`src/rtl/autoseller_pkg.sv`:
```
// Shared types, coin/drink codes and prices for the autoseller front panel and seller.
package autoseller_pkg;

  localparam int unsigned MONEY_W = 6;
  localparam int unsigned SUM_W   = MONEY_W + 1;
  localparam int unsigned COIN_W  = 2;
  localparam int unsigned DRINK_W = 2;
  localparam int unsigned TIMER_W = 8;

  typedef enum logic [COIN_W-1:0] {
    COIN_1       = 2'd0,
    COIN_5       = 2'd1,
    COIN_10      = 2'd2,
    COIN_INVALID = 2'd3
  } coin_e;

  localparam logic [MONEY_W-1:0] COIN_1_VAL  = 6'd1;
  localparam logic [MONEY_W-1:0] COIN_5_VAL  = 6'd5;
  localparam logic [MONEY_W-1:0] COIN_10_VAL = 6'd10;

  typedef enum logic [DRINK_W-1:0] {
    DRINK_NONE = 2'd0,
    DRINK_1    = 2'd1,
    DRINK_2    = 2'd2,
    DRINK_3    = 2'd3
  } drink_e;

  localparam logic [MONEY_W-1:0] PRICE_NONE = 6'd0;
  localparam logic [MONEY_W-1:0] PRICE_1    = 6'd30;
  localparam logic [MONEY_W-1:0] PRICE_2    = 6'd20;
  localparam logic [MONEY_W-1:0] PRICE_3    = 6'd15;

  typedef enum logic [1:0] {
    ST_IDLE     = 2'd0,
    ST_REQ      = 2'd1,
    ST_WAIT     = 2'd2,
    ST_DISPENSE = 2'd3
  } panel_state_e;

  // Purchase request payload presented to the seller.
  typedef struct packed {
    logic                enable;
    logic [MONEY_W-1:0]  money;
    logic [DRINK_W-1:0]  drink;
  } seller_req_t;

  // Monetary value of a coin code; the invalid code is worth nothing.
  function automatic logic [MONEY_W-1:0] coin_value(input logic [COIN_W-1:0] code);
    logic [MONEY_W-1:0] val;
    case (code)
      COIN_1:  val = COIN_1_VAL;
      COIN_5:  val = COIN_5_VAL;
      COIN_10: val = COIN_10_VAL;
      default: val = '0;
    endcase
    return val;
  endfunction

  // Largest coin not exceeding the amount still owed.
  function automatic logic [COIN_W-1:0] greedy_coin(input logic [MONEY_W-1:0] amount);
    logic [COIN_W-1:0] code;
    if (amount >= COIN_10_VAL) begin
      code = COIN_10;
    end else if (amount >= COIN_5_VAL) begin
      code = COIN_5;
    end else begin
      code = COIN_1;
    end
    return code;
  endfunction

  // Drink price table shared with the seller model.
  function automatic logic [MONEY_W-1:0] drink_price(input logic [DRINK_W-1:0] drink);
    logic [MONEY_W-1:0] price;
    case (drink)
      DRINK_1: price = PRICE_1;
      DRINK_2: price = PRICE_2;
      DRINK_3: price = PRICE_3;
      default: price = PRICE_NONE;
    endcase
    return price;
  endfunction

endpackage

```
`src/rtl/change_dispenser.sv`:
```
// Greedy change emitter: pays a loaded amount out as one coin per cycle, largest first.
module change_dispenser
  import autoseller_pkg::*;
(
  input  logic               clk,
  input  logic               reset_n,
  input  logic               load,
  input  logic [MONEY_W-1:0] value,
  output logic               chg_valid,
  output logic [COIN_W-1:0]  chg_coin,
  output logic               done
);

  logic [MONEY_W-1:0] rem_q;
  logic [MONEY_W-1:0] src_c;
  logic [COIN_W-1:0]  coin_c;
  logic [MONEY_W-1:0] left_c;

  // First coin comes straight from the loaded value so payout starts on entry.
  always_comb begin
    src_c  = load ? value : rem_q;
    coin_c = greedy_coin(src_c);
    left_c = (src_c == '0) ? '0 : src_c - coin_value(coin_c);
  end

  // Remainder and coin strobe; done marks the cycle of the final coin (or an empty load).
  always_ff @(posedge clk or negedge reset_n) begin
    if (!reset_n) begin
      rem_q     <= '0;
      chg_valid <= 1'b0;
      chg_coin  <= '0;
      done      <= 1'b0;
    end else if (load || (rem_q != '0)) begin
      rem_q     <= left_c;
      chg_valid <= (src_c != '0);
      chg_coin  <= (src_c != '0) ? coin_c : '0;
      done      <= (left_c == '0);
    end else begin
      chg_valid <= 1'b0;
      chg_coin  <= '0;
      done      <= 1'b0;
    end
  end

endmodule

```
`src/rtl/autoseller_front_panel.sv`:
```
// Customer-side front panel: coin credit, purchase request, seller response and change payout.
module autoseller_front_panel
  import autoseller_pkg::*;
#(
  parameter int unsigned TIMEOUT    = 16,
  parameter int unsigned CREDIT_MAX = 63
) (
  input  logic               clk,
  input  logic               reset_n,
  input  logic               coin_valid_i,
  input  logic [COIN_W-1:0]  coin_i,
  input  logic               sel_valid_i,
  input  logic [DRINK_W-1:0] sel_type_i,
  output logic               req_enable_o,
  output logic [MONEY_W-1:0] req_money_o,
  output logic [DRINK_W-1:0] req_drink_o,
  input  logic               rsp_ready_i,
  input  logic               rsp_enable_i,
  input  logic [MONEY_W-1:0] rsp_change_i,
  input  logic [DRINK_W-1:0] rsp_drink_i,
  output logic [MONEY_W-1:0] credit_o,
  output logic               busy_o,
  output logic               coin_reject_o,
  output logic               vend_valid_o,
  output logic [DRINK_W-1:0] vend_drink_o,
  output logic               chg_valid_o,
  output logic [COIN_W-1:0]  chg_coin_o,
  output logic               timeout_o
);

  localparam logic [SUM_W-1:0]   CREDIT_CAP = SUM_W'(CREDIT_MAX);
  localparam logic [TIMER_W-1:0] TIMER_END  = TIMER_W'(TIMEOUT);

  panel_state_e        state_q, state_d;
  logic [MONEY_W-1:0]  credit_q, credit_d;
  seller_req_t         req_q, req_d;
  logic [TIMER_W-1:0]  timer_q, timer_d;
  logic                coin_reject_q, coin_reject_d;
  logic                vend_valid_q, vend_valid_d;
  logic [DRINK_W-1:0]  vend_drink_q, vend_drink_d;
  logic                timeout_q, timeout_d;
  logic                busy_q, busy_d;

  logic                load_c;
  logic [MONEY_W-1:0]  load_value_c;
  logic                disp_done;
  logic [SUM_W-1:0]    coin_sum_c;
  logic                coin_ok_c;
  logic [TIMER_W-1:0]  timer_inc_c;

  // Seller readiness is advisory; the handshake completes on rsp_enable_i alone.
  logic unused_rsp_ready;
  assign unused_rsp_ready = rsp_ready_i;

  // Coin acceptance: idle, no competing selection, valid code, and no overflow past the ceiling.
  assign coin_sum_c  = {1'b0, credit_q} + {1'b0, coin_value(coin_i)};
  assign coin_ok_c   = (state_q == ST_IDLE) && !sel_valid_i &&
                       (coin_i != COIN_INVALID) && (coin_sum_c <= CREDIT_CAP);
  assign timer_inc_c = timer_q + TIMER_W'(1);

  // Next-state and next-output logic.
  always_comb begin
    state_d       = state_q;
    credit_d      = credit_q;
    req_d         = req_q;
    timer_d       = timer_q;
    coin_reject_d = 1'b0;
    vend_valid_d  = 1'b0;
    vend_drink_d  = '0;
    timeout_d     = 1'b0;
    load_c        = 1'b0;
    load_value_c  = '0;

    if (coin_valid_i) begin
      if (coin_ok_c) begin
        credit_d = coin_sum_c[MONEY_W-1:0];
      end else begin
        coin_reject_d = 1'b1;
      end
    end

    case (state_q)
      ST_IDLE: begin
        if (sel_valid_i && (credit_q != '0)) begin
          if (sel_type_i == DRINK_NONE) begin
            load_c       = 1'b1;
            load_value_c = credit_q;
            credit_d     = '0;
            state_d      = ST_DISPENSE;
          end else begin
            req_d.enable = 1'b1;
            req_d.money  = credit_q;
            req_d.drink  = sel_type_i;
            state_d      = ST_REQ;
          end
        end
      end
      ST_REQ: begin
        req_d.enable = 1'b0;
        timer_d      = '0;
        state_d      = ST_WAIT;
      end
      ST_WAIT: begin
        timer_d = timer_inc_c;
        if (rsp_enable_i) begin
          load_c       = 1'b1;
          load_value_c = rsp_change_i;
          credit_d     = '0;
          vend_valid_d = (rsp_drink_i != DRINK_NONE);
          vend_drink_d = rsp_drink_i;
          state_d      = ST_DISPENSE;
        end else if (timer_inc_c == TIMER_END) begin
          load_c       = 1'b1;
          load_value_c = credit_q;
          credit_d     = '0;
          timeout_d    = 1'b1;
          state_d      = ST_DISPENSE;
        end
      end
      ST_DISPENSE: begin
        if (disp_done) begin
          req_d   = '0;
          state_d = ST_IDLE;
        end
      end
      default: begin
        state_d = ST_IDLE;
      end
    endcase

    busy_d = (state_d != ST_IDLE);
  end

  // State and registered outputs.
  always_ff @(posedge clk or negedge reset_n) begin
    if (!reset_n) begin
      state_q       <= ST_IDLE;
      credit_q      <= '0;
      req_q         <= '0;
      timer_q       <= '0;
      coin_reject_q <= 1'b0;
      vend_valid_q  <= 1'b0;
      vend_drink_q  <= '0;
      timeout_q     <= 1'b0;
      busy_q        <= 1'b0;
    end else begin
      state_q       <= state_d;
      credit_q      <= credit_d;
      req_q         <= req_d;
      timer_q       <= timer_d;
      coin_reject_q <= coin_reject_d;
      vend_valid_q  <= vend_valid_d;
      vend_drink_q  <= vend_drink_d;
      timeout_q     <= timeout_d;
      busy_q        <= busy_d;
    end
  end

  change_dispenser u_change (
    .clk       (clk),
    .reset_n   (reset_n),
    .load      (load_c),
    .value     (load_value_c),
    .chg_valid (chg_valid_o),
    .chg_coin  (chg_coin_o),
    .done      (disp_done)
  );

  assign req_enable_o  = req_q.enable;
  assign req_money_o   = req_q.money;
  assign req_drink_o   = req_q.drink;
  assign credit_o      = credit_q;
  assign busy_o        = busy_q;
  assign coin_reject_o = coin_reject_q;
  assign vend_valid_o  = vend_valid_q;
  assign vend_drink_o  = vend_drink_q;
  assign timeout_o     = timeout_q;

endmodule

```
`config.mk`:
```
export PLATFORM = sky130hd
export DESIGN_NAME = autoseller_front_panel
export DESIGN_NICKNAME = d
export VERILOG_FILES = /design/src/rtl/autoseller_pkg.sv /design/src/rtl/change_dispenser.sv /design/src/rtl/autoseller_front_panel.sv
export SDC_FILE = /design/constraint.sdc
export NUM_CORES = 1
export LEC_CHECK = 0
export ABC_AREA = 1
export CAP_MARGIN = 20
export CORE_UTILIZATION = 35
export CTS_CLUSTER_DIAMETER = 50
export CTS_CLUSTER_SIZE = 12
export DETAILED_ROUTE_END_ITERATION = 12
export GPL_TIMING_DRIVEN = 0
export SYNTH_ARGS = -nofsm -noshare
export SYNTH_HDL_FRONTEND = slang
export SYNTH_SLANG_ARGS = --single-unit
```
`constraint.sdc`:
```
create_clock -name clk -period 3.2 [get_ports clk]
set_input_delay 0.48 -clock clk [delete_from_list [all_inputs] [get_ports clk]]
set_output_delay 0.48 -clock clk [all_outputs]
set_load 0.02 [all_outputs]
```
# Word-level counts from Yosys, hierarchy flattened
# Index checks and enable logic that the tools add are counted.
totals:
  in_bits: 18
  out_inout_bits: 24
  word_cells: 102
  regBits: 41
classes:
  n_eq_ne: 12
  add_sub_neg: 3
  n_reduce_logical: 22
  mux: 47
  n_lt_le_gt_ge: 3
op_table:
  columns: ["operator", "count"]
  rows:
  - ["$mux 6", 12]
  - ["$pmux 8 s2", 2]
  - ["$mux 9", 3]
  - ["$pmux 4 s3", 2]
  - ["$pmux 6 s2", 2]
  - ["$mux 2", 10]
  - ["$reduce_bool 6->1", 3]
  - ["$mux 1", 13]
  - ["$logic_not 6->1", 2]
  - ["$add 8x1->8 const B", 1]
  - ["$eq 2x2->1 const B", 4]
  - ["$eq 8x5->1 const B", 1]
  - ["$logic_not 2->1", 4]
  - ["$pmux 2 s4", 1]
  - ["$reduce_and 4->1", 2]
  - ["$reduce_bool 2->1", 4]
  - ["$add 6x6->7", 1]
  - ["$le 7x6->1 const B", 1]
  - ["$eq 2x1->1 const B", 3]
  - ["$ge 6x3->1 const B", 1]
  - ["$ge 6x4->1 const B", 1]
  - ["$sub 6x4->6", 1]
  - ["$logic_and 1x1->1", 4]
  - ["$ne 2x1->1 const B", 2]
  - ["other kinds (6)", 7]

# Longest topological paths before layout
# Gate-level depths: netlist (run 1).
logic_depth:
  depth_word: 15
  ltp_mapped: 27

# Modules after synthesis
# Synthesis (run 1) repeated with hierarchy kept, for this count alone.
hier_totals:
  hier_cells: 361
  hier_area_um2: 2661.3
by_module_without_submodules:
  columns: ["module", "area_per_inst_um2", "instances", "cells_each"]
  rows:
  - ["autoseller_front_panel", 1899.3, 1, 250]
  - ["change_dispenser", 762.0, 1, 111]

# Worst setup path before layout (run 1)
# Ideal clock, no wire load.
synth_timing:
  kind: "reg2reg"
  from: "register timer_q[0]"
  to: "register u_change.done"
  stages_incl_launch_ff: 27
  t_required_ns: 3.131
  synth_period_minus_slack_ns: 2.888
  setup_time_ns: 0.069
  setup_slack_ns: 0.312
  arrival_ns: 2.819
  path_buffers: 0
  cell_sequence: "dfrtp_1 -> ha_1 -> nand2_2 -> nor2_2 -> nand2_1 -> nand2_1 -> nor2_4 -> nand3_2 -> nand2_2 -> nand2_2 -> nand2_4 -> nand3_2 -> nand2_2 -> nand2_1 -> nand2_2 -> nand2_1 -> inv_1 -> ha_1 -> inv_1 -> fa_1 -> inv_1 -> nand2_1 -> a21oi_1 -> nand2_1 -> nor2_1 -> nand2_1 -> nor2_2"
synth_between:
  elab_chain_cells: 15
synth_rtl:
  columns: ["item", "line_no", "source"]
  rows:
  - ["from (decl)", "autoseller_front_panel.sv:37", "logic [TIMER_W-1:0] timer_q, timer_d;"]
  - ["from (signal assigned)", "autoseller_front_panel.sv:150", "timer_q <= timer_d;"]
  - ["$add 8x1->8 *", "autoseller_front_panel.sv:59", "assign timer_inc_c = timer_q + TIMER_W'(1);"]
  - ["$eq 8x5->1 *", "autoseller_front_panel.sv:112", "end else if (timer_inc_c == TIMER_END) begin"]
  - ["$mux 6 or $mux 1 (tied branches)", "autoseller_front_panel.sv:112", null]
  - ["$mux 6 or $mux 1 (tied branches)", "autoseller_front_panel.sv:105", "if (rsp_enable_i) begin"]
  - ["$pmux 6 s2 or $pmux 1 s2 (tied branches)", "autoseller_front_panel.sv:82", "case (state_q)"]
  - ["$mux 6", "change_dispenser.sv:21", "src_c = load ? value : rem_q;"]
  - ["$ge 6x3->1", "autoseller_pkg.sv:64", "end else if (amount >= COIN_5_VAL) begin"]
  - ["$mux 1", "autoseller_pkg.sv:64", null]
  - ["$mux 2", "autoseller_pkg.sv:62", "if (amount >= COIN_10_VAL) begin"]
  - ["$eq 2x2->1 (tied with other cells)", "autoseller_pkg.sv:50", "case (code)"]
  - ["$pmux 4 s3", "autoseller_pkg.sv:50", null]
  - ["$sub 6x4->6", "change_dispenser.sv:23", "left_c = (src_c == '0) ? '0 : src_c - coin_value(coin_c);"]
  - ["$mux 6", "change_dispenser.sv:23", null]
  - ["$logic_not 6->1", "change_dispenser.sv:37", "done <= (left_c == '0);"]
  - ["$mux 1 *", "change_dispenser.sv:33", "end else if (load || (rem_q != '0)) begin"]
  - ["to (signal assigned)", "change_dispenser.sv:37", null]
  - ["to (decl)", "change_dispenser.sv:11", "output logic done"]
# Every way passes the cells marked *; elsewhere a longest branch is shown, timed or not.
# A chain may end at the register's enable or synchronous reset.

# Worst setup path after layout (run 1)
# Same ends and word-level chain as after synthesis.

==> results of run 1 <==
## area by class of cell
class | instances | area, µm² | share of cell area
buffer | 1 | 3.75 | 0.00112
clock buffer | 5 | 68.8 | 0.0204
clock inverter | 3 | 68.8 | 0.0204
inverter | 59 | 221 | 0.0658
multi-input combinational | 220 | 1360 | 0.403
sequential | 41 | 1030 | 0.305
tap | 96 | 120 | 0.0357
timing repair buffer | 52 | 502 | 0.149
## synth_stat cells, types with 2 or more instances
cell / count / share of area
o21ai_1: 2 / 0.0040
o21ai_0: 23 / 0.046
nand3_2: 4 / 0.016
inv_2: 2 / 0.0030
nand2_2: 14 / 0.035
dfrtp_1: 41 / 0.41
o22ai_1: 2 / 0.0050
inv_1: 55 / 0.082
nor2_1: 28 / 0.042
nand2_1: 61 / 0.091
nor2_4: 6 / 0.027
a21oi_1: 7 / 0.014
nand3_1: 28 / 0.056
xor2_1: 2 / 0.0070
nand4_1: 4 / 0.0099
a22oi_1: 2 / 0.0060
nor2_2: 9 / 0.022
fa_1: 2 / 0.016
nand2_4: 2 / 0.0089
clkinv_1: 2 / 0.0030
ha_1: 12 / 0.060
## power by group
| group | internal, mW | switching [mW] | total (mW) |
|---|---|---|---|
| logic | 0.759 | 1.10 | 1.86 |
| registers | 0.689 | 0.132 | 0.822 |
| clock network | 0.314 | 0.188 | 0.502 |
## worst max-delay path, delay by kind of cell, from the launching register on
| family | cells | cell delay (ns) |
|---|---|---|
| flip-flops | 1 | 0.41 |
| buffers and inverters | 3 | 0.20 |
| adder cells (fa/ha/maj) | 3 | 0.78 |
| AO/OA/AOI/OAI | 1 | 0.12 |
| AND/OR/NAND/NOR | 18 | 1.54 |
## flip-flops by register name, summed over array words and instances, names as in the netlist, 2 cells and up
register           flops
state_q                2
req_money_o            6
timer_q                8
vend_drink_o           2
u_change.rem_q         6
req_drink_o            2
credit_o               6
u_change.chg_coin      2
## metal layers
| layer | vias up | GRT usage |
|---|---|---|
| met5 | - | 0 |
| met2 | 40 | 0.260 |
| met4 | 0 | 0.0318 |
| met1 | 1041 | 0.208 |
| li1 | 1139 | - |
| met3 | 4 | 0.0267 |
## metrics by stage
| step | TNS, ns | worst slack, ns |
|---|---|---|
| finish | 0 | 0.0688 |
| global route | -0.291 | -0.245 |
| CTS | 0 | 0.000787 |
| detailed placement | -0.117 | -0.117 |
| global placement | -0.116 | -0.116 |
| floorplan | 0 | 0.312 |
## worst paths after layout
check / from / end / slack (ns)
max in group asynchronous: reset_n / u_change.rem_q[3] / 2.67
worst min-delay path: reset_n / timer_q[1] / 0.08
worst min register to register: req_enable_o / req_enable_o / 0.54
min in group clk: req_enable_o / req_enable_o / 0.54
worst max-delay path: timer_q[0] / u_change.done / 0.07
worst max register to register: timer_q[0] / u_change.done / 0.07
## cells by family after synthesis
| group | after synthesis | synth area share |
|---|---|---|
| AOI/OAI and AO/OA | 42 | 0.0944 |
| and+or+nand+nor | 160 | 0.319 |
| muxes | 1 | 0.00397 |
| xor gates and xnor gates | 3 | 0.0104 |
| DFF | 41 | 0.407 |
| buffers and inverters | 60 | 0.0894 |
| adders and majority gates | 14 | 0.0755 |
## repair_timing
item	4_1_cts	5_1_grt
pin swaps	2	14
gates resized for setup	3	15
endpoints found under the setup margin	1	4
setup buffers	1	10
==> summary.md, run 1 <==
| Metric | Value |
|---|---|
| Pwr/cell area | `around 950 mW/mm²` |
| Placed cells | `about 460` |
| Element type at the critical path start | `flop` |
| Avg Inst Size Synth | `slightly below 8 µm²` |
| Number of remaining DRC errors | `0` |
| Pin count of the biggest net entering global routing | `29` |
| Netlist cell types | `34` |
| Worst-path fanout max | `5` |
| Routed wire length | `roughly 5.7 mm` |
| Tot Pwr | `~3.2 mW` |
| Maximum clock frequency | `319 MHz` |
| Worst Hold Class | `in -> async` |
| Sequential share of the synthesized area | `0.407` |
| Clk root buf | `clkbuf_8` |
| Status | `complete, no violations` |
| Final period util | `0.979` |
| Starting Density | `0.367` |
| Maximum Capacitance Violations | `0` |
| FF+latch count, synth | `just over 40` |
| Met3 Wirelength | `173 µm` |
| Max Used Layer | `met4` |
| Hold_ws | `0.0755 ns` |
| GRT Resource Usage Total | `0.154` |
| Initial antenna violation count | `0` |
| Final Wtd Congestion | `between 0.8 and 0.9` |
| Antenna Diode Count | `0` |
| Worst vdd ir | `around 0.41 mV` |
| Post-layout util | `0.490` |
| Fraction of registers with async set/reset | `1.00` |
| Core Region | `0.00687 mm²` |
| Die H | `around 87 µm` |
| Ratio of cells with drive above 1 in the final layout | `0.176` |
| Top_reg_cell synth | `dfrtp_1` |
| Sink Count | `slightly above 40` |
| DP Wirelength | `4.20 mm` |
| DR pass1 iterations | `4` |
| CTS tree | `done` |
| Max_slew headroom | `0.659` |
| CP max stage delay | `between 0.4 and 0.5 ns` |
| Clk_lat worst skew | `approximately 0.30 ns` |
| Netlist Area Pre-Place | `between 0.002 and 0.003 mm²` |
| Hold-fix buffers at CTS | `0` |
| Area Overhead vs Synth | `33.6%` |
| Filler cells | `a little under 700` |
| Worst-path cell with the longest stage delay | `dfrtp_1` |
| Final hold violation count | `0` |
| Number of global-route vias before repair | `slightly above 2000` |
| GR Overflow Total | `0` |
| Post-route antenna net violation count | `0` |
| Max Slew Vio Count | `0` |
| Post-DP Area | `between 0.003 and 0.004 mm²` |
| Clock skew | `between 0.01 and 0.015 ns` |
| Port Buffer Count | `40` |
| EDFF count, synth | `0` |
| Most common cell after layout, fill and taps aside | `nand2_1` |
| Synth Warn # | `0` |
| Via count | `about 2200` |
| Final #Nets | `roughly 400` |
| Reg2reg path depth | `25` |
| Clock-pin slew on the worst setup and hold paths | `0.08 ns` |
| Most frequent cells in the layout | `59 x nand2_1, 55 x inv_1, 41 x dfrtp_1` |
| Ports | `42` |
| Worst Path Required | `3.43 ns` |
| Final instance area | `0.00337 mm²` |
| Crit Path Category | `reg -> reg` |
| CTS Buffer Depth | `2` |
| RSZ-0062 raised after global routing | `true` |
| Final Setup Violations | `0` |
| # rows | `30` |
| Crit path top cell by count | `nand2_1` |
| Worst Path Arrival | `about 3.4 ns` |
| DR WL met2 | `2.75 mm` |
| Non-filler instance count after layout | `477` |
| Worst-margin pin slew | `slightly above 0.5 ns` |
| H-tree level count | `2` |
| Fin crit period | `3.13 ns` |
| Iter 0 DRT Violations | `67` |
| Synthesized Nets | `between 300 and 400` |
| First-pass GRT wire length | `9.22 mm` |
| Die area | `roughly 0.0075 mm²` |
| Routed WL per cell | `12.0 µm` |
| M1 WL | `around 2.8 mm` |
| Leak Pwr | `1.65 nW` |
| Worst Setup End Kind | `flop` |
| DR vias/cell | `between 4 and 5` |
| Die Span X | `86.8 µm` |
| Cells after Synth | `around 320` |
| CTS Buf Count | `5` |
Power figures use the tool's default switching activity.
==> inputs of run 2 (changes only) <==
--- a/config.mk
+++ b/config.mk
@@ -7,6 +7,7 @@
 export LEC_CHECK = 0
 export ABC_AREA = 1
 export CAP_MARGIN = 20
+export CORE_ASPECT_RATIO = 0.6
 export CORE_UTILIZATION = 35
 export CTS_CLUSTER_DIAMETER = 50
 export CTS_CLUSTER_SIZE = 12
==> constraint.sdc (replaced) <==
create_clock -name clk -period 3.9 [get_ports clk]
set_input_delay 0.585 -clock clk [delete_from_list [all_inputs] [get_ports clk]]
set_output_delay 0.585 -clock clk [all_outputs]
set_load 0.02 [all_outputs]
==> run 2 against run 1 <==
- the flow now finishes with violations (DRC)
- final area down 4.7%
- register-to-register slack better by 0.52 ns
- cell count shrank 4.2%
- count of clock-buffer cells in the layout increased by 2
- sequential share of layout area up 1.5 points
- combinational power down 24%
- core utilization fell by 2.0 points
- critical endpoint unchanged
- largest power group unchanged
==> summary.md, run 2 (synthesis gave the netlist of run 1 again) <==
| Metric | Value |
|---|---|
| Reg2Reg Capture Point | `u_change.done` |
| Pin count of the biggest net entering global routing | `24 (-17%)` |
| Final period util | `0.848 (-0.130)` |
| Max_slew headroom | `0.587 (-0.0717)` |
| DP Wirelength | `4.83 mm (+15%)` |
| Worst-path fanout max | `8 (+3)` |
| H-tree level count | `2 (unchanged)` |
| Starting Density | `0.369 (+0.00262)` |
| Final #Nets | `401 (-2.7%)` |
| Die H | `67.7 µm (-22%)` |
| Max Slew Vio Count | `0 (unchanged)` |
| Final hold violation count | `0 (unchanged)` |
| Worst Setup End Kind | `flop` |
| Initial antenna violation count | `0 (unchanged)` |
| # rows | `23 (-23%)` |
| Setup repair bufs after CTS | `0 (-1)` |
| Maximum Capacitance Violations | `0 (unchanged)` |
| Maximum clock frequency | `302 MHz (-5.3%)` |
| Status | `finished with violations` |
| Routed WL per cell | `13.2 µm (+9.8%)` |
| Worst Path Required | `4.11 ns (+0.68 ns)` |
| Crit-path leading delay family | `simple AND/OR/NAND/NOR gates` |
| Clock skew | `0.00557 ns (-0.00812 ns)` |
| DR vias/cell | `4.79 (+2.7%)` |
| Worst vdd ir | `0.325 mV (-22%)` |
| Worst Path Arrival | `3.52 ns (+0.16 ns)` |
| Post-route antenna net violation count | `0 (unchanged)` |
| Post-layout util | `0.470 (-0.0196)` |
| Crit path top cell by count | `nand2_1` |
| Routed wire length | `6.02 mm (+5.2%)` |
| Most frequent cells in the layout | `61 x nand2_1, 55 x inv_1, 41 x dfrtp_1` |
| Worst Hold Class | `in -> async` |
| Via count | `2189 (-1.6%)` |
| Leak Pwr | `1.58 nW (-3.9%)` |
| WP buf/inv | `5 (+2)` |
| CTS tree | `done` |
| Ports | `42 (unchanged)` |
| Final instance area | `0.00321 mm² (-4.7%)` |
| Largest Register | `timer_q` |
| Setup TNS | `0 ns (unchanged)` |
| Failing checks | `DRC` |
| Resized Gates After CTS | `0 (-3)` |
| RSZ-0062 raised after global routing | `false` |
| Worst r2r src | `state_q[0]` |
| Clk_lat worst skew | `0.28 ns (-0.02 ns)` |
| Fin crit period | `3.31 ns (+0.176 ns)` |
| Die area | `0.00755 mm² (+0.15%)` |
| Antenna Diode Count | `0 (unchanged)` |
| Max FFs per register | `8 (unchanged)` |
| Clock-pin slew on the worst setup and hold paths | `0.06 ns (-0.02 ns)` |
| Critical path depth | `23 (-8.0%)` |
| CP max stage delay | `0.42 ns (about the same)` |
| GRT Resource Usage Total | `0.176 (+0.0215)` |
| GR Overflow Total | `0 (unchanged)` |
| Flop2flop setup slack | `0.59 ns (+0.52 ns)` |
| Iter 0 DRT Violations | `114 (+70%)` |
| Port Buffer Count | `40 (unchanged)` |
| Post-DP Area | `0.00305 mm² (-0.12%)` |
| Tot Pwr | `2.53 mW (-20%)` |
| CP cell instances | `inv_1 > ha_1 > inv_1 > nor2_1 > nand4_2 > nand2_2 > nand2_1 > nand3_2 > nand2_2 > nand2_1 > nand2_2 > nand2_1 > inv_1 > ha_1 > inv_1 > fa_1 > inv_1 > nand2_1 > a21oi_1 > nand2_1 > nor2_1 > nand2_1 > nor2_2` |
| Ratio of cells with drive above 1 in the final layout | `0.135 (-0.0407)` |
| Final Wtd Congestion | `0.856 (+3.3%)` |
| Number of remaining DRC errors | `5 (+5)` |
| CTS Buffer Depth | `2 (unchanged)` |
| Most common cell after layout, fill and taps aside | `nand2_1` |
| CTS Buf Count | `5 (unchanged)` |
| Area Overhead vs Synth | `27.4%` |
| Element type at the critical path start | `flop` |
| Number of global-route vias before repair | `2060 (-0.72%)` |
| Worst-path cell with the longest stage delay | `dfrtp_1` |
| Sink Count | `41 (unchanged)` |
| Core Region | `0.00682 mm² (-0.71%)` |
| Pwr/cell area | `789 mW/mm² (-17%)` |
| Reg2reg path depth | `23 (-8.0%)` |
| DR pass1 iterations | `8 (+4)` |
| Crit Path Category | `reg -> reg` |
| Hold-fix buffers at CTS | `0 (unchanged)` |
| Die Span X | `112 µm (+28%)` |
| First-pass GRT wire length | `10.1 mm (+9.4%)` |
| Worst-margin pin slew | `0.619 ns (+0.108 ns)` |
| Final Setup Violations | `0 (unchanged)` |
| Clk root buf | `clkbuf_16` |
==> run 2: changes by cell type in the layout (fill, tap and decap cells not counted), sizes merged <==
cell    before  now
buf         13    2
clkinv       2    3
inv         58   57
bufinv       2    0
clkbuf       6    8
==> run 2: worst register-to-register path, cell delays in order, from the launching register on <==
cell and delay (ns):
dfrtp_1 0.42, inv_1 0.11, ha_1 0.36, inv_1 0.15, nor2_1 0.14, nand4_2 0.13
nand2_2 0.13, nand2_1 0.08, nand3_2 0.09, nand2_2 0.08, nand2_1 0.08, nand2_2 0.06
nand2_1 0.11, inv_1 0.06, ha_1 0.17, inv_1 0.08, fa_1 0.40, inv_1 0.08
nand2_1 0.07, a21oi_1 0.14, nand2_1 0.07, nor2_1 0.09, nand2_1 0.07, nor2_2 0.08
==> run 2: through the flow <==
stage,worst slack (ns),std cells,hold slack [ns]
6_report,0.592,457,0.265
5_1_grt,0.215,457,0.288
4_1_cts,0.556,457,0.272
3_5_place_dp,0.383,449,0.515
3_3_place_gp,0.421,448,0.513
2_1_floorplan,1.01,321,0.289
==> run 2: area by class of cell <==
cell class | count | area [µm²]
Buffer | 1 | 3.75
Clock buffer | 7 | 153
Clock inverter | 1 | 5.00
Fill cell | 684 | 3610
Inverter | 59 | 221
Multi-Input combinational cell | 220 | 1270
Sequential cell | 41 | 1030
Tap cell | 87 | 109
Timing Repair Buffer | 41 | 423
==> run 2: routing by layer <==
layer,GRT usage,share of wire
met5,0,0
met4,0.0439,0.0070
met3,0.0431,0.047
met2,0.254,0.38
met1,0.260,0.56
==> run 2: how the worst max path moves through the flow <==
stage             startpoint             to  slack [ns]
2_1_floorplan     timer_q[0]  u_change.done        1.01
3_3_place_gp   sel_type_i[0]  u_change.done        0.42
3_5_place_dp   sel_type_i[1]  u_change.done        0.38
4_1_cts           state_q[0]  u_change.done        0.56
5_1_grt           state_q[0]  u_change.done        0.22
6_report          state_q[0]  u_change.done        0.59
==> run 2: where the power goes <==
group          switching, mW  leakage, nW  internal [mW]  total (mW)
Clock                  0.158       0.0799          0.271       0.429
Combinational          0.888        0.978          0.530        1.42
Sequential             0.117        0.526          0.567       0.684
==> inputs of run 3 (changes only) <==
==> constraint.sdc (replaced) <==
create_clock -name clk -period 3.2 [get_ports clk]
set_input_delay 0.48 -clock clk [delete_from_list [all_inputs] [get_ports clk]]
set_output_delay 0.48 -clock clk [all_outputs]
set_load 0.02 [all_outputs]
==> run 3 against run 2 <==
- setup slack worse by 0.58 ns
- die area unchanged
- critical path depth up 3
- the run still ends with DRC left
- core utilization increased by 2.9 points
- clock power is 22% higher
- total power increased by 31%
- combinational power rose by 37%
- sequential power up 23%
- sequential share of layout area fell by 1.8 points
- largest cell class unchanged
- fmax rose by 3.8%
==> summary.md, run 3 (synthesis gave the netlist of run 1 again) <==
| Metric | Value |
|---|---|
| Clk_lat worst skew | `0.28 ns (about the same)` |
| Crit path top cell by count | `nand2_2` |
| Port Buffer Count | `40 (unchanged)` |
| Final hold violation count | `0 (unchanged)` |
| Maximum clock frequency | `314 MHz (+3.8%)` |
| Status | `finished with violations` |
| H-tree level count | `2 (unchanged)` |
| CTS Buf Count | `5 (unchanged)` |
| DP Wirelength | `4.83 mm (unchanged)` |
| Max Slew Vio Count | `0 (unchanged)` |
| Maximum Capacitance Violations | `0 (unchanged)` |
| GR Overflow Total | `0 (unchanged)` |
| Reg2reg path depth | `26 (+13%)` |
| Worst-margin pin slew | `0.624 ns (+0.00498 ns)` |
| Leak Pwr | `1.67 nW (+5.3%)` |
| Internal power | `1.80 mW (+31%)` |
| Largest Register | `timer_q` |
| Pin count of the biggest net entering global routing | `24 (unchanged)` |
| Fin crit period | `3.19 ns (-0.122 ns)` |
| Worst Setup End Kind | `flop` |
| Pwr/cell area | `971 mW/mm² (+23%)` |
| Flop2flop setup slack | `0.01 ns (-0.58 ns)` |
| Reg2Reg Capture Point | `u_change.done` |
| Clock-pin slew on the worst setup and hold paths | `0.06 ns (about the same)` |
| Met3 Wirelength | `303 µm (+5.9%)` |
| Most frequent cells in the layout | `57 x nand2_1, 50 x inv_1, 39 x dfrtp_1, 39 x clkdlybuf4s50_1` |
| Max_slew headroom | `0.584 (-0.00332)` |
| GRT Resource Usage Total | `0.176 (+0.000405)` |
| Ports | `42 (unchanged)` |
| DR pass1 iterations | `9 (+1)` |
| Sink Count | `41 (unchanged)` |
| Worst Path Required | `3.41 ns (-0.70 ns)` |
| Switching pwr | `1.51 mW (+30%)` |
| Number of global-route vias before repair | `2063 (+0.15%)` |
| Max Used Layer | `met4` |
| Initial antenna violation count | `0 (unchanged)` |
| Filler cells | `652 (-4.7%)` |
| Die H | `67.7 µm (unchanged)` |
| Routed wire length | `6.32 mm (+5.0%)` |
| Worst-path cell with the longest stage delay | `fa_1` |
| Final Wtd Congestion | `0.856 (unchanged)` |
| Hold_ws | `0.157 ns (-0.108 ns)` |
| # rows | `23 (unchanged)` |
| Part of the power in combinational logic | `0.587 (+0.027)` |
| CTS Buffer Depth | `2 (unchanged)` |
| Via count | `2248 (+2.7%)` |
| RSZ-0062 raised after global routing | `true` |
| Number of remaining DRC errors | `5 (unchanged)` |
| Clock skew | `0.00562 ns (+0.0000495 ns)` |
| Final period util | `0.995 (+0.147)` |
| Die Span X | `112 µm (unchanged)` |
| Element type at the critical path start | `flop` |
| Iter 0 DRT Violations | `113 (-0.88%)` |
| Routed WL per cell | `13.5 µm (+2.5%)` |
| Worst r2r src | `timer_q[0]` |
| Crit Path Category | `reg -> reg` |
| Most common cell after layout, fill and taps aside | `nand2_1` |
| Worst vdd ir | `0.398 mV (+22%)` |
| Worst Path Arrival | `3.40 ns (-0.12 ns)` |
| Area Overhead vs Synth | `35.1%` |
| DR vias/cell | `4.80 (+0.28%)` |
| Ratio of cells with drive above 1 in the final layout | `0.205 (+0.0696)` |
| Final Setup Violations | `0 (unchanged)` |
| M1 WL | `3.50 mm (+3.1%)` |
| First-pass GRT wire length | `10.1 mm (+0.35%)` |
| Antenna Diode Count | `0 (unchanged)` |
| Failing checks | `DRC` |
| CTS tree | `done` |
| Worst-path fanout max | `5 (-3)` |
| Max FFs per register | `8 (unchanged)` |
| Clk root buf | `clkbuf_16` |
| DR WL met2 | `2.48 mm (+7.7%)` |
| Worst Hold Class | `in -> async` |
| Die area | `0.00755 mm² (unchanged)` |
| Clock share of power | `0.158 (-0.011)` |
| Post-layout util | `0.499 (+0.0286)` |
| Core Region | `0.00682 mm² (unchanged)` |
| Starting Density | `0.369 (unchanged)` |
| CP max stage delay | `0.47 ns (+0.05 ns)` |
| Post-route antenna net violation count | `0 (unchanged)` |
| Seq pwr share | `0.255 (-0.015)` |
| Hold-fix buffers at CTS | `0 (unchanged)` |
| Setup TNS | `0 ns (unchanged)` |
| Switch share | `0.457 (-0.00283)` |
| Final #Nets | `412 (+2.7%)` |
[run 3: worst max path at each step]
stage | startpoint | end | slack, ns | depth (start not counted)
3_3_place_gp | sel_type_i[0] | u_change.done | -0.17 | 23
2_1_floorplan | timer_q[0] | u_change.done | 0.31 | 26
5_1_grt | timer_q[2] | u_change.done | -0.17 | 26
4_1_cts | timer_q[0] | u_change.done | 0.03 | 25
3_5_place_dp | sel_type_i[1] | u_change.done | -0.21 | 21
6_report | timer_q[0] | u_change.done | 0.01 | 26
[run 3: critical path, delay by kind of cell (launching register included)]
kind / cells / cell delay (ns)
flip-flops: 1 / 0.44
AND/OR/NAND/NOR: 19 / 1.62
buffers and inverters: 3 / 0.18
AO/OA/AOI/OAI: 1 / 0.10
adder cells (fa/ha/maj): 3 / 0.77
[run 3: layout make-up]
type,count,area (µm²),area share
clock inverter,1,5.00,0.00147
inverter,59,221,0.0651
sequential,41,1030,0.302
tap,87,109,0.0320
timing repair buffer,52,505,0.149
multi-input combinational,220,1380,0.405
buffer,1,3.75,0.00110
clock buffer,7,153,0.0449
[run 3: power by group through the flow]
stage	logic [mW]	registers, mW	clock network, mW
CTS	1.75	0.835	0.537
global route	2.17	0.866	0.566
finish	1.94	0.843	0.522
detailed placement	1.72	0.840	0
floorplan	1.11	0.909	0
global placement	1.69	0.833	0
[run 3: timing repair]
| action | 4_1_cts | 5_1_grt |
|---|---|---|
| pin swaps | 3 | 19 |
| hold endpoints to repair | 0 | 0 |
| gates resized for setup | 5 | 24 |
| setup endpoints to repair | 1 | 3 |
| gates cloned | 0 | 0 |
| setup buffers | 2 | 9 |
[run 3: stage by stage]
stage | setup slack (ns) | std cells | total power, mW | area, µm²
detailed placement | -0.212 | 449 | 2.56 | 3050
finish | 0.0148 | 468 | 3.31 | 3400
floorplan | 0.312 | 321 | 2.02 | 2520
global placement | -0.174 | 448 | 2.52 | 3030
global route | -0.167 | 468 | 3.60 | 3400
CTS | 0.0331 | 459 | 3.13 | 3250
[run 3: per-layer routing]
| metal | vias up | GRT usage |
|---|---|---|
| li1 | 1140 | - |
| met1 | 1052 | 0.261 |
| met2 | 52 | 0.255 |
| met3 | 4 | 0.0431 |
| met4 | 0 | 0.0439 |
| met5 | - | 0 |
